===== src/rtl/booth_mult_pkg.sv =====
// ============================================================================
// Module  : booth_mult_pkg
// Brief   : Shared types and helpers for the sequential radix-4 Booth multiplier
// Revision: 1.0 - initial release
// ============================================================================
`default_nettype none

package booth_mult_pkg;

  typedef enum logic [1:0] {
    ST_IDLE = 2'd0,
    ST_CALC = 2'd1,
    ST_DONE = 2'd2
  } state_t;

  // Digit d = (neg ? -1 : +1) * (one ? 1 : two ? 2 : 0)
  typedef struct packed {
    logic neg;
    logic one;
    logic two;
  } booth_digit_t;

  function automatic int booth_steps(input int w);
    return w / 2 + 1;
  endfunction

  function automatic booth_digit_t booth_encode(input logic [2:0] triplet);
    booth_digit_t d;
    d = '0;
    case (triplet)
      3'b001, 3'b010: d.one = 1'b1;
      3'b011:         d.two = 1'b1;
      3'b100:         begin d.neg = 1'b1; d.two = 1'b1; end
      3'b101, 3'b110: begin d.neg = 1'b1; d.one = 1'b1; end
      default:        d = '0;
    endcase
    return d;
  endfunction

endpackage

`default_nettype wire


===== src/rtl/booth_r4_digit.sv =====
// ============================================================================
// Module  : booth_r4_digit
// Brief   : Selects the signed Booth multiple (0, +-1, +-2) * a_ext for a triplet
// Revision: 1.0 - initial release
// ============================================================================
`default_nettype none

module booth_r4_digit
  import booth_mult_pkg::*;
#(
  parameter int W = 16
) (
  input  logic [2:0]   triplet,
  input  logic [W+1:0] a_ext,
  output logic [W+2:0] multiple
);

  booth_digit_t digit;
  logic [W+2:0] mag;

  always_comb begin
    digit = booth_encode(triplet);
    mag   = '0;
    if (digit.one) begin
      mag = {a_ext[W+1], a_ext};
    end else if (digit.two) begin
      mag = {a_ext, 1'b0};
    end
    multiple = digit.neg ? -mag : mag;
  end

endmodule

`default_nettype wire


===== src/rtl/booth_r4_seq_mult.sv =====
// ============================================================================
// Module  : booth_r4_seq_mult
// Brief   : Sequential radix-4 Booth multiplier, one digit per clock, valid/ready
//           handshakes. Optional macro BOOTH_MULT_EARLY_TERM_EN ends the
//           computation once all remaining Booth digits are zero.
// Revision: 1.0 - initial release
// ============================================================================
`default_nettype none

module booth_r4_seq_mult
  import booth_mult_pkg::*;
#(
  parameter int W = 16
) (
  input  logic           clk,
  input  logic           rst,
  input  logic           in_valid,
  output logic           in_ready,
  input  logic [W-1:0]   a,
  input  logic [W-1:0]   b,
  input  logic           is_signed,
  output logic           out_valid,
  input  logic           out_ready,
  output logic [2*W-1:0] result,
  output logic           busy
);

  localparam int N  = booth_steps(W);
  localparam int CW = $clog2(N + 1);

  state_t          state;
  state_t          state_nxt;
  logic [W+1:0]    a_ext;
  logic [W+2:0]    b_sh;       // {unprocessed b_ext bits, lookback bit}
  logic [2*W+3:0]  acc;
  logic [CW-1:0]   step;
  logic [W+2:0]    multiple;
  logic [2*W+3:0]  partial;
  logic [2*W+3:0]  acc_nxt;
  logic            accept;
  logic            last_step;
  logic            step_done;

  booth_r4_digit #(.W(W)) u_digit (
    .triplet  (b_sh[2:0]),
    .a_ext    (a_ext),
    .multiple (multiple)
  );

  assign accept    = in_valid & in_ready;
  assign last_step = (step == CW'(N - 1));
  assign partial   = {{(W + 1){multiple[W+2]}}, multiple} << {step, 1'b0};
  assign acc_nxt   = acc + partial;

`ifdef BOOTH_MULT_EARLY_TERM_EN
  // b_sh is shifted arithmetically, so bits above the live window already
  // equal the extension bit; uniform [W+2:2] means every later digit is 0.
  logic rest_uniform;
  assign rest_uniform = (&b_sh[W+2:2]) | ~(|b_sh[W+2:2]);
  assign step_done    = last_step | rest_uniform;
`else
  assign step_done    = last_step;
`endif

  always_ff @(posedge clk) begin
    if (rst) begin
      state <= ST_IDLE;
    end else begin
      state <= state_nxt;
    end
  end

  always_comb begin
    state_nxt = state;
    case (state)
      ST_IDLE: if (accept)    state_nxt = ST_CALC;
      ST_CALC: if (step_done) state_nxt = ST_DONE;
      ST_DONE: if (out_ready) state_nxt = ST_IDLE;
      default:                state_nxt = ST_IDLE;
    endcase
  end

  // Flags are decoded from the next state so every output is a flop.
  always_ff @(posedge clk) begin
    if (rst) begin
      in_ready  <= 1'b0;
      out_valid <= 1'b0;
      busy      <= 1'b0;
    end else begin
      in_ready  <= (state_nxt == ST_IDLE);
      out_valid <= (state_nxt == ST_DONE);
      busy      <= (state_nxt != ST_IDLE);
    end
  end

  always_ff @(posedge clk) begin
    if (rst) begin
      a_ext  <= '0;
      b_sh   <= '0;
      acc    <= '0;
      step   <= '0;
      result <= '0;
    end else if (accept) begin
      a_ext <= is_signed ? {{2{a[W-1]}}, a} : {2'b00, a};
      b_sh  <= is_signed ? {{2{b[W-1]}}, b, 1'b0} : {2'b00, b, 1'b0};
      acc   <= '0;
      step  <= '0;
    end else if (state == ST_CALC) begin
      acc  <= acc_nxt;
      b_sh <= {{2{b_sh[W+2]}}, b_sh[W+2:2]};
      step <= step + CW'(1);
      if (step_done) begin
        result <= acc_nxt[2*W-1:0];
      end
    end
  end

endmodule

`default_nettype wire


===== config.mk =====
export PLATFORM = sky130hd
export DESIGN_NAME = booth_r4_seq_mult
export DESIGN_NICKNAME = d
export VERILOG_FILES = /design/src/rtl/booth_mult_pkg.sv /design/src/rtl/booth_r4_digit.sv /design/src/rtl/booth_r4_seq_mult.sv
export SDC_FILE = /design/constraint.sdc
export NUM_CORES = 1
export LEC_CHECK = 0
export BUFFER_PORTS_ARGS = -buffer_cell sky130_fd_sc_hd__buf_2
export CORE_ASPECT_RATIO = 1.2
export CORE_MARGIN = 8
export CORE_UTILIZATION = 31
export CTS_BUF_LIST = sky130_fd_sc_hd__clkbuf_4 sky130_fd_sc_hd__clkbuf_8
export DETAILED_ROUTE_END_ITERATION = 8
export PLACE_DENSITY = 0.47
export SYNTH_ARGS = -nofsm -noshare
export SYNTH_HDL_FRONTEND = slang
export SYNTH_SLANG_ARGS = --single-unit

===== constraint.sdc =====
create_clock -name clk -period 5 [get_ports clk]
set_input_delay 0.5 -clock clk [delete_from_list [all_inputs] [get_ports clk]]
set_output_delay 0.5 -clock clk [all_outputs]
set_load 0.005 [all_outputs]

==> results of run 1 <==
-- where the power goes --
part	total (mW)	switching [mW]	leakage, nW	internal (mW)
registers	0.912	0.0193	0.884	0.893
clock network	0.556	0.358	0.0950	0.197
logic	0.529	0.284	3.50	0.244
total	2.00	0.662	4.48	1.33
-- synthesized netlist by cell type (8+ instances only) --
library cell and instances:
a311oi_1 17, nand3_1 27, and2_1 8, o21ai_0 53, nor2_1 84, clkbuf_1 44, mux2i_1 16, a21oi_1 103
xor2_1 12, xnor2_1 30, o22ai_1 9, a21o_1 24, nand2_1 213, inv_1 18, nand2b_1 9, dfxtp_1 109
a211oi_1 16, ha_1 38, a31oi_1 8, nor3_1 10, nor2b_1 9, mux4_2 8
-- path summary, 6_finish.rpt --
| check | start | slack [ns] | depth (start not counted) | endpoint |
|---|---|---|---|---|
| max reg2reg | b_sh[1] | -0.02 | 26 | acc[31] |
| min reg2reg | result[10] | 0.46 | 2 | result[10] |
| max | b_sh[1] | -0.02 | 26 | acc[31] |
| min | a[14] | 0.33 | 3 | a_ext[14] |
-- stage by stage --
stage	cells	worst slack (ns)	cell area (um^2)	hold WS, ns	util [%]
global route	1544	-0.218	10300	0.320	42.1
detailed placement	1504	-0.288	9360	0.444	38.3
global placement	1504	-0.323	9360	0.441	38.3
finish	1544	-0.0224	10300	0.327	42.1
floorplan	1008	0.00644	7680	0.437	-
CTS	1535	-0.0337	9880	0.309	40.4
-- logic make-up (layout without fill, tap and decap cells) --
kind of cell | after synthesis | after routing
AO/OA/AOI/OAI | 294 | 294
XOR/XNOR | 43 | 43
adder cells (fa/ha/maj) | 39 | 39
buffers and inverters | 82 | 293
flip-flops | 109 | 109
multiplexers | 28 | 28
AND/OR/NAND/NOR | 413 | 413
-- repair_timing --
item / in CTS / in global routing
setup buffers: 15 / 10
resized for setup: 56 / 79
endpoints found under the setup margin: 25 / 34
pin swaps: 44 / 45
hold buffers: 0 / 0
-- flip-flops by register name (all words and copies together) (netlist names) --
signal and cells:
a_ext 17, acc 32, b_sh 19, busy 1, in_ready 1, out_valid 1, result 32, state 2
step 4
-- cell type report --
cell class / count / area, um^2
well taps: 325 / 407
flip-flops and latches: 109 / 2180
clock inverters: 6 / 57.6
fillers: 2620 / 14200
multi-input cells: 817 / 5610
repair buffers: 258 / 1820
inverters: 19 / 76.3
clock buffers: 10 / 131
-- worst reg2reg max path, delay by kind of cell, from the launching register on --
family / cells / cell delay (ns)
AOI/OAI and AO/OA: 9 / 1.68
muxes: 3 / 0.90
buffers and inverters: 7 / 0.75
adders and majority gates: 3 / 0.69
and+or+nand+nor: 3 / 0.48
DFF: 1 / 0.36
xor gates and xnor gates: 1 / 0.11
-- layer usage --
layer / part of all wire, % / GRT usage [%] / routed length, um / up-vias
li1: - / - / - / 4009
met1: 44 / 19.1 / 10900 / 3672
met2: 50 / 29.1 / 12500 / 119
met3: 2.9 / 2.74 / 715 / 34
met4: 3.2 / 6.65 / 805 / 0
met5: 0 / 0 / 0 / -
==> run summary, run 1 <==
Die X: 159 um
Largest stage delay, worst path: 0.55 ns
Final Max Slew Viols: 0
H-tree depth: 3
Total congestion overflow: 0
Syn_nets: 1084
Crit path kind: reg -> reg
Largest family of logic cells by synthesized area: compound AO/OA/AOI/OAI gates
Top delay family on crit path: compound AO/OA/AOI/OAI gates
Initial drt markers: 345
Initial antenna violation count: 0
Fin crit share: 100%
Tot Pwr: 2.00 mW
Worst slew margin: 46.5%
WP buf/inv: 7
XOR/XNOR share of the synthesized area: 5.13%
Die height: 188 um
Num ports: 72
Synth Instances: 1008
Post-synthesis compound-gate area fraction: 24.9%
Worst path slowest cell: mux4_2
Final GP Congestion: 0.867
Diode count: 0
First-pass GRT wire length: 40400 um
Worst Max-Slew Pin Slew: 0.802 ns
Max rail drop VDD: 0.117 mV
Total CTS buffers: 9
Worst EP arrival: 5.36 ns
RSZ-0062 raised after global routing: true
Mux share of post-synthesis cell area: 5.31%
Global Route Usage Sum: 16.3%
Share of the synthesized area in the top cell type: 28.7%
P per Cell Area: 194 nW/um^2
Share of cells above drive strength 1: 32.5%
Worst path required time: 5.34 ns
Fin nets: 1290
Hold Fails Final Rpt: 0
Antenna Nets Post-Route: 0
Most frequent cells in the layout: 208 x nand2_1, 173 x buf_4, 107 x dfxtp_1
DRC viols: 0
Ys flop type: dfxtp_1
Skew-Pair Late Insertion Delay: 0.40 ns
Vias per inst: 5.07
Setup TNS: -0.0459 ns
Final wirelength: 25000 um
Commonest non-fill, non-tap cell in the layout: nand2_1
Violated checks: setup timing
Post-synthesis adder-cell area fraction: 6.51%
IO Port Bufs: 71
Clk sinks: 109
Syn_area_per_cell: 7.55 um^2
#FFs+latches synth: 109
Vias in the first global route: 7715
Final setup violation count: 3
Wire per inst: 16.2 um
Register area share after synthesis: 28.7%
Synth Cell Area: 7610 um^2
CTS clock-pin slew for the worst setup and hold paths: 0.12 ns
Max_cap viols: 0
CTS Buffer Depth: 2
Simple-gate share of the synthesized area: 24.2%
Initial Util: 31.1%
Max Freq: 0.199 GHz
CTS root buf: clkbuf_8
Largest net degree at the start of global routing: 54
Post-synth top area cell: dfxtp_1
HP Class: in -> reg
Number of detailed-route iterations in the first pass: 5
Core Footprint: 24400 um^2
Top cells by area, synth: dfxtp_1 29%, nand2_1 11%, a21oi_1 6.8%, ha_1 6.3%, nor2_1 4.1%
Vias post-DR: 7834
Crit-path max FO: 6
Layout area overhead: 35.2%
Element type at the critical path end: register
Yosys cell types: 83
Minimum clock period: 5.02 ns
Final Skew: 0.0202 ns
CTS tree: yes
Final worst slack: -0.0224 ns
EDFF count, synth: 0
P_leak: 4.48 nW
Most used cell, CP: buf_6
Outcome: complete, but fails checks
Yosys warnings: 0
Detailed placement HPWL: 18800 um
Fraction of registers with async set/reset: 0%
DIE AREA: 29800 um^2
Num rows: 63
Worst setup SP type: register
Note: power is estimated with default switching activity, not from simulation.
==> run 2: changes to the inputs <==
- MAX_ROUTING_LAYER: unset -> met4
==> run summary, run 2 (synthesis results as in run 1) <==
Placed insts: 1493 (-0.73%)
Final worst slack: 0.0226 ns (+0.0449 ns)
Worst path slowest cell: mux4_2
Skew-Pair Late Insertion Delay: 0.40 ns (about the same)
DIE AREA: 29800 um^2 (unchanged)
Hold path depth: 3 (unchanged)
Vias per inst: 5.09 (+0.34%)
Post-route cell area: 9950 um^2 (-3.3%)
P per Cell Area: 196 nW/um^2 (+0.77%)
Share of cells above drive strength 1: 29.9% (-2.6 points)
Element type at the critical path end: register
Worst r2r dst: acc[31]
CTS tree: yes
Detailed placement HPWL: 18900 um (+0.21%)
Fillcell total: 2600 (-0.76%)
Count of hold-fix buffers inserted at cts: 0 (unchanged)
Flop pwr share: 46.9% (+1.2 points)
Largest stage delay, worst path: 0.51 ns (-0.04 ns)
Initial antenna violation count: 0 (unchanged)
First-pass GRT wire length: 39700 um (-1.7%)
WP buf/inv: 2 (-5)
Most frequent cells in the layout: 210 x nand2_1, 156 x buf_4, 107 x dfxtp_1
Hold Crit Endpoint: a_ext[14]
Top delay family on crit path: compound AO/OA/AOI/OAI gates
Crit-path max FO: 8 (+2)
Minimum clock period: 4.98 ns (-0.0449 ns)
Sequential Area: 2180 um^2 (unchanged)
Hold Fails Final Rpt: 0 (unchanged)
Global Route Usage Sum: 16.6% (+0.24 points)
Number of detailed-route iterations in the first pass: 4 (-1)
Worst EP arrival: 5.31 ns (-0.05 ns)
R2R setup slack: 0.02 ns (+0.04 ns)
Area of the multi-input gates: 5500 um^2 (-1.9%)
Wire per inst: 16.2 um (+0.16%)
Num ports: 72 (unchanged)
Final wirelength: 24600 um (-1.6%)
Hold slack final: 0.321 ns (-0.00574 ns)
Total CTS buffers: 9 (unchanged)
Initial drt markers: 362 (+4.9%)
RSZ-0062 raised after global routing: true
Worst setup SP type: register
Pre-CTS WS: -0.388 ns (-0.0998 ns)
Final Max Slew Viols: 0 (unchanged)
RR Startpoint: b_sh[1]
CTS root buf: clkbuf_8
Worst Max-Slew Pin Slew: 0.790 ns (-0.0118 ns)
Num rows: 63 (unchanged)
Initial Util: 31.1% (unchanged)
R2R depth: 21 (-19%)
Layout area overhead: 30.8%
Total congestion overflow: 0 (unchanged)
Antenna Nets Post-Route: 0 (unchanged)
Pint: 1.30 mW (-2.4%)
P_sw: 643 uW (-2.8%)
P_leak: 4.28 nW (-4.4%)
Outcome: finished clean
Clock network fraction of total power: 27.8% (about the same)
Core Footprint: 24400 um^2 (unchanged)
Max rail drop VDD: 0.115 mV (-1.3%)
Switch share: 33.1% (-0.095 points)
Crit path from: b_sh[1]
Max_cap viols: 0 (unchanged)
Clk sinks: 109 (unchanged)
Vias in the first global route: 7611 (-1.3%)
Fin nets: 1264 (-2.0%)
Die height: 188 um (unchanged)
Crit path cell chain: inv_2 -> ha_4 -> a211o_1 -> or3_4 -> or3_4 -> o21a_1 -> o211a_1 -> mux4_2 -> o21ai_2 -> and2_4 -> ha_4 -> a21o_1 -> a21o_1 -> a2111oi_2 -> o32ai_1 -> a21oi_1 -> buf_4 -> o211ai_1 -> a21o_1 -> mux2i_1 -> mux2i_1
Commonest non-fill, non-tap cell in the layout: nand2_1
Worst slew margin: 47.3% (+0.79 points)
Largest net degree at the start of global routing: 54 (unchanged)
Worst path required time: 5.34 ns (about the same)
H-tree depth: 3 (unchanged)
Largest registers: acc (32), result (32), b_sh (19)
Comb pwr share: 25.3% (-1.2 points)
Fin crit share: 99.5% (-0.90 points)
Post-DP Area: 9290 um^2 (-0.75%)
Max Freq: 0.201 GHz (+0.90%)
Final GP Congestion: 0.911 (+5.1%)
Crit path kind: reg -> reg
DRC viols: 0 (unchanged)
Tot Pwr: 1.95 mW (-2.5%)
Final setup violation count: 0 (-3)
Most used cell, CP: a21o_1
Vias post-DR: 7723 (-1.4%)
Final Skew: 0.0208 ns (+0.000642 ns)
CTS Buffer Depth: 2 (unchanged)
Fin cells: 1517 (-1.7%)
CTS clock-pin slew for the worst setup and hold paths: 0.12 ns (about the same)
IO Port Bufs: 71 (unchanged)
Hold Startpoint: a[14]
HP Class: in -> reg
Die X: 159 um (unchanged)
Diode count: 0 (unchanged)
run 2: changes by cell type in the layout (fill, tap and decap cells not counted), sizes merged:
| cell | previous run | this run |
|---|---|---|
| buf | 258 | 232 |
| clkinv | 4 | 5 |
| clkbuf | 10 | 9 |
| clkinvlp | 1 | 0 |
run 2: worst max-delay path by stage:
| stage | depth (start not counted) | endpoint |
|---|---|---|
| 2_1_floorplan | 24 | acc[29] |
| 3_3_place_gp | 23 | result[30] |
| 3_5_place_dp | 23 | result[30] |
| 4_1_cts | 21 | acc[31] |
| 5_1_grt | 26 | acc[27] |
| 6_report | 21 | acc[31] |
run 2: tightest hold or removal path: stages:
cell     delay [ns]
buf_2          0.09
nand2_1        0.05
a21oi_1        0.05
run 2: stage by stage:
step / TNS [ns] / util (%)
final: 0 / 40.7
after detailed placement: -3.98 / 38.0
after floorplan: 0 / -
after CTS: -0.0253 / 39.7
after global placement: -4.15 / 38.0
after global routing: -1.31 / 40.7
run 2: layer usage:
metal	part of all wire (%)	GRT usage [%]
met1	45	19.1
met2	51	29.4
met3	2.4	2.33
met4	1.9	4.94
met5	0	-
run 2: what timing repair did:
action / CTS / global route
gates resized for setup: 44 / 51
setup buffers: 7 / 2
pin swaps: 32 / 24
setup endpoints to repair: 22 / 32
hold endpoints to repair: 0 / 0
run 2: power groups by stage:
stage,logic (mW),clock network (mW),registers (mW)
after floorplan,0.273,0,0.928
after global placement,0.461,0,0.931
after detailed placement,0.462,0,0.931
after CTS,0.478,0.565,0.912
after global routing,0.542,0.598,0.916
final,0.493,0.541,0.912
run 2: layout make-up:
class	count	area share [%]
Clock buffer	9	1.25
Clock inverter	6	0.591
Inverter	19	0.717
Multi-Input combinational cell	817	55.3
Sequential cell	109	22.0
Tap cell	325	4.09
Timing Repair Buffer	232	16.1
==> run 3: changes to the inputs <==
- PLACE_DENSITY: 0.47 -> 0.45
- clock period: 5 -> 5.7 ns (I/O delays scaled with it)
==> run summary, run 3 (synthesis results as in run 1) <==
Met2 usage: 26.7% (-2.7 points)
Max Freq: 0.189 GHz (-6.0%)
Vias per inst: 5.19 (+2.0%)
Vias post-DR: 7303 (-5.4%)
Total congestion overflow: 0 (unchanged)
P per Cell Area: 190 nW/um^2 (-2.8%)
Max rail drop VDD: 0.132 mV (+15%)
Layout area overhead: 14.6%
Hold Fails Final Rpt: 0 (unchanged)
Outcome: finished clean
Core Footprint: 24400 um^2 (unchanged)
CTS tree: yes
Fillcell total: 2703 (+4.0%)
Largest net degree at the start of global routing: 55 (+1.9%)
Most Used Layer, Global Route: met2
Final GP Congestion: 0.866 (-4.9%)
Wire per inst: 16.8 um (+3.7%)
Initial drt markers: 362 (unchanged)
DRC viols: 0 (unchanged)
Max_cap viols: 0 (unchanged)
Global Route Usage Sum: 16.2% (-0.43 points)
Skew-Pair Late Insertion Delay: 0.41 ns (about the same)
Number of detailed-route iterations in the first pass: 5 (+1)
Num ports: 72 (unchanged)
Die X: 159 um (unchanged)
Worst path required time: 6.05 ns (+0.71 ns)
Element type at the critical path end: register
Commonest non-fill, non-tap cell in the layout: nand2_1
Worst setup SP type: register
Vias in the first global route: 7171 (-5.8%)
Final wirelength: 23600 um (-3.9%)
Detailed placement HPWL: 17800 um (-5.8%)
DIE AREA: 29800 um^2 (unchanged)
Count of hold-fix buffers inserted at cts: 0 (unchanged)
H-tree depth: 3 (unchanged)
P_leak: 3.68 nW (-14%)
Fin nets: 1152 (-8.9%)
Largest registers: acc (32), result (32), b_sh (19)
Initial antenna violation count: 0 (unchanged)
CTS Buffer Depth: 2 (unchanged)
Final worst slack: 0.407 ns (+0.385 ns)
Minimum clock period: 5.29 ns (+0.315 ns)
Final Skew: 0.0256 ns (+0.00474 ns)
Met1 Usage GRT: 19.5% (+0.46 points)
Total CTS buffers: 9 (unchanged)
CTS root buf: clkbuf_8
Share of cells above drive strength 1: 17.2% (-13 points)
Worst slew margin: 33.7% (-14 points)
Initial Util: 31.1% (unchanged)
CTS clock-pin slew for the worst setup and hold paths: 0.13 ns (about the same)
Fin crit share: 92.9% (-6.7 points)
Final Max Slew Viols: 0 (unchanged)
Antenna Nets Post-Route: 0 (unchanged)
Diode count: 0 (unchanged)
Num rows: 63 (unchanged)
Tot Pwr: 1.66 mW (-15%)
Setup TNS: 0 ns (unchanged)
First-pass GRT wire length: 38800 um (-2.2%)
Worst Max-Slew Pin Slew: 0.991 ns (+0.200 ns)
Final core occ: 35.7% (-5.0 points)
Worst EP arrival: 5.65 ns (+0.34 ns)
Most frequent cells in the layout: 212 x nand2_1, 107 x dfxtp_1, 103 x a21oi_1
Pre-CTS WS: -0.0649 ns (+0.323 ns)
GR Layer Usage met3: 2.41% (+0.088 points)
Crit path kind: reg -> reg
Final setup violation count: 0 (unchanged)
IO Port Bufs: 71 (unchanged)
Crit-path max FO: 8 (unchanged)
Die height: 188 um (unchanged)
HP Class: in -> reg
Clk sinks: 109 (unchanged)
[run 3: through the flow]
step / std cells / hold WS [ns] / area, um^2
finish: 1406 / 0.390 / 8720
CTS: 1404 / 0.379 / 8610
floorplan: 1008 / 0.437 / 7610
global route: 1406 / 0.379 / 8720
detailed placement: 1388 / 0.445 / 8410
global placement: 1388 / 0.440 / 8410
[run 3: routing by layer]
layer	share of wire, %	wire, um	up-vias
met3	2.6	616	37
met1	46	11000	3412
met4	3.1	741	0
met5	0	0	-
li1	-	-	3722
met2	48	11300	132
[run 3: report_power, final]
part / internal, mW / switching, mW / total [mW]
logic: 0.136 / 0.211 / 0.346
registers: 0.783 / 0.0200 / 0.803
clock network: 0.176 / 0.333 / 0.508
[run 3: area by class of cell]
type | instances | area (um^2) | area share [%]
well taps | 325 | 407 | 4.66
multi-input cells | 817 | 5130 | 58.9
clock inverters | 7 | 77.6 | 0.890
clock buffers | 9 | 124 | 1.42
repair buffers | 120 | 723 | 8.29
flip-flops and latches | 109 | 2180 | 25.1
inverters | 19 | 71.3 | 0.818
[run 3: worst paths after layout]
check / startpoint / cells past startpoint / to / slack, ns
max: b_sh[0] / 21 / acc[31] / 0.41
min: a[11] / 3 / a_ext[11] / 0.39
max reg2reg: b_sh[0] / 21 / acc[31] / 0.41
min reg2reg: result[17] / 2 / result[17] / 0.46
[run 3: critical path, cell delays in order (launching register included)]
cell and delay [ns]:
dfxtp_2 0.37, inv_1 0.08, ha_4 0.28, a211o_1 0.33, or2_1 0.27, or3_4 0.42
o211ai_2 0.21, o211ai_2 0.13, mux4_1 0.53, o21ai_0 0.32, nor2_1 0.11, ha_1 0.33
buf_4 0.16, a21o_1 0.15, a21oi_1 0.34, o32ai_1 0.16, a21oi_1 0.15, buf_4 0.15
o211ai_1 0.15, a21o_1 0.22, mux2i_1 0.16, mux2i_1 0.19
[run 3: timing repair]
item / CTS / global route
pin swaps: 0 / 3
setup buffers: 0 / 2
setup endpoints to repair: 1 / 24
gates cloned: 0 / 0
resized for setup: 2 / 20
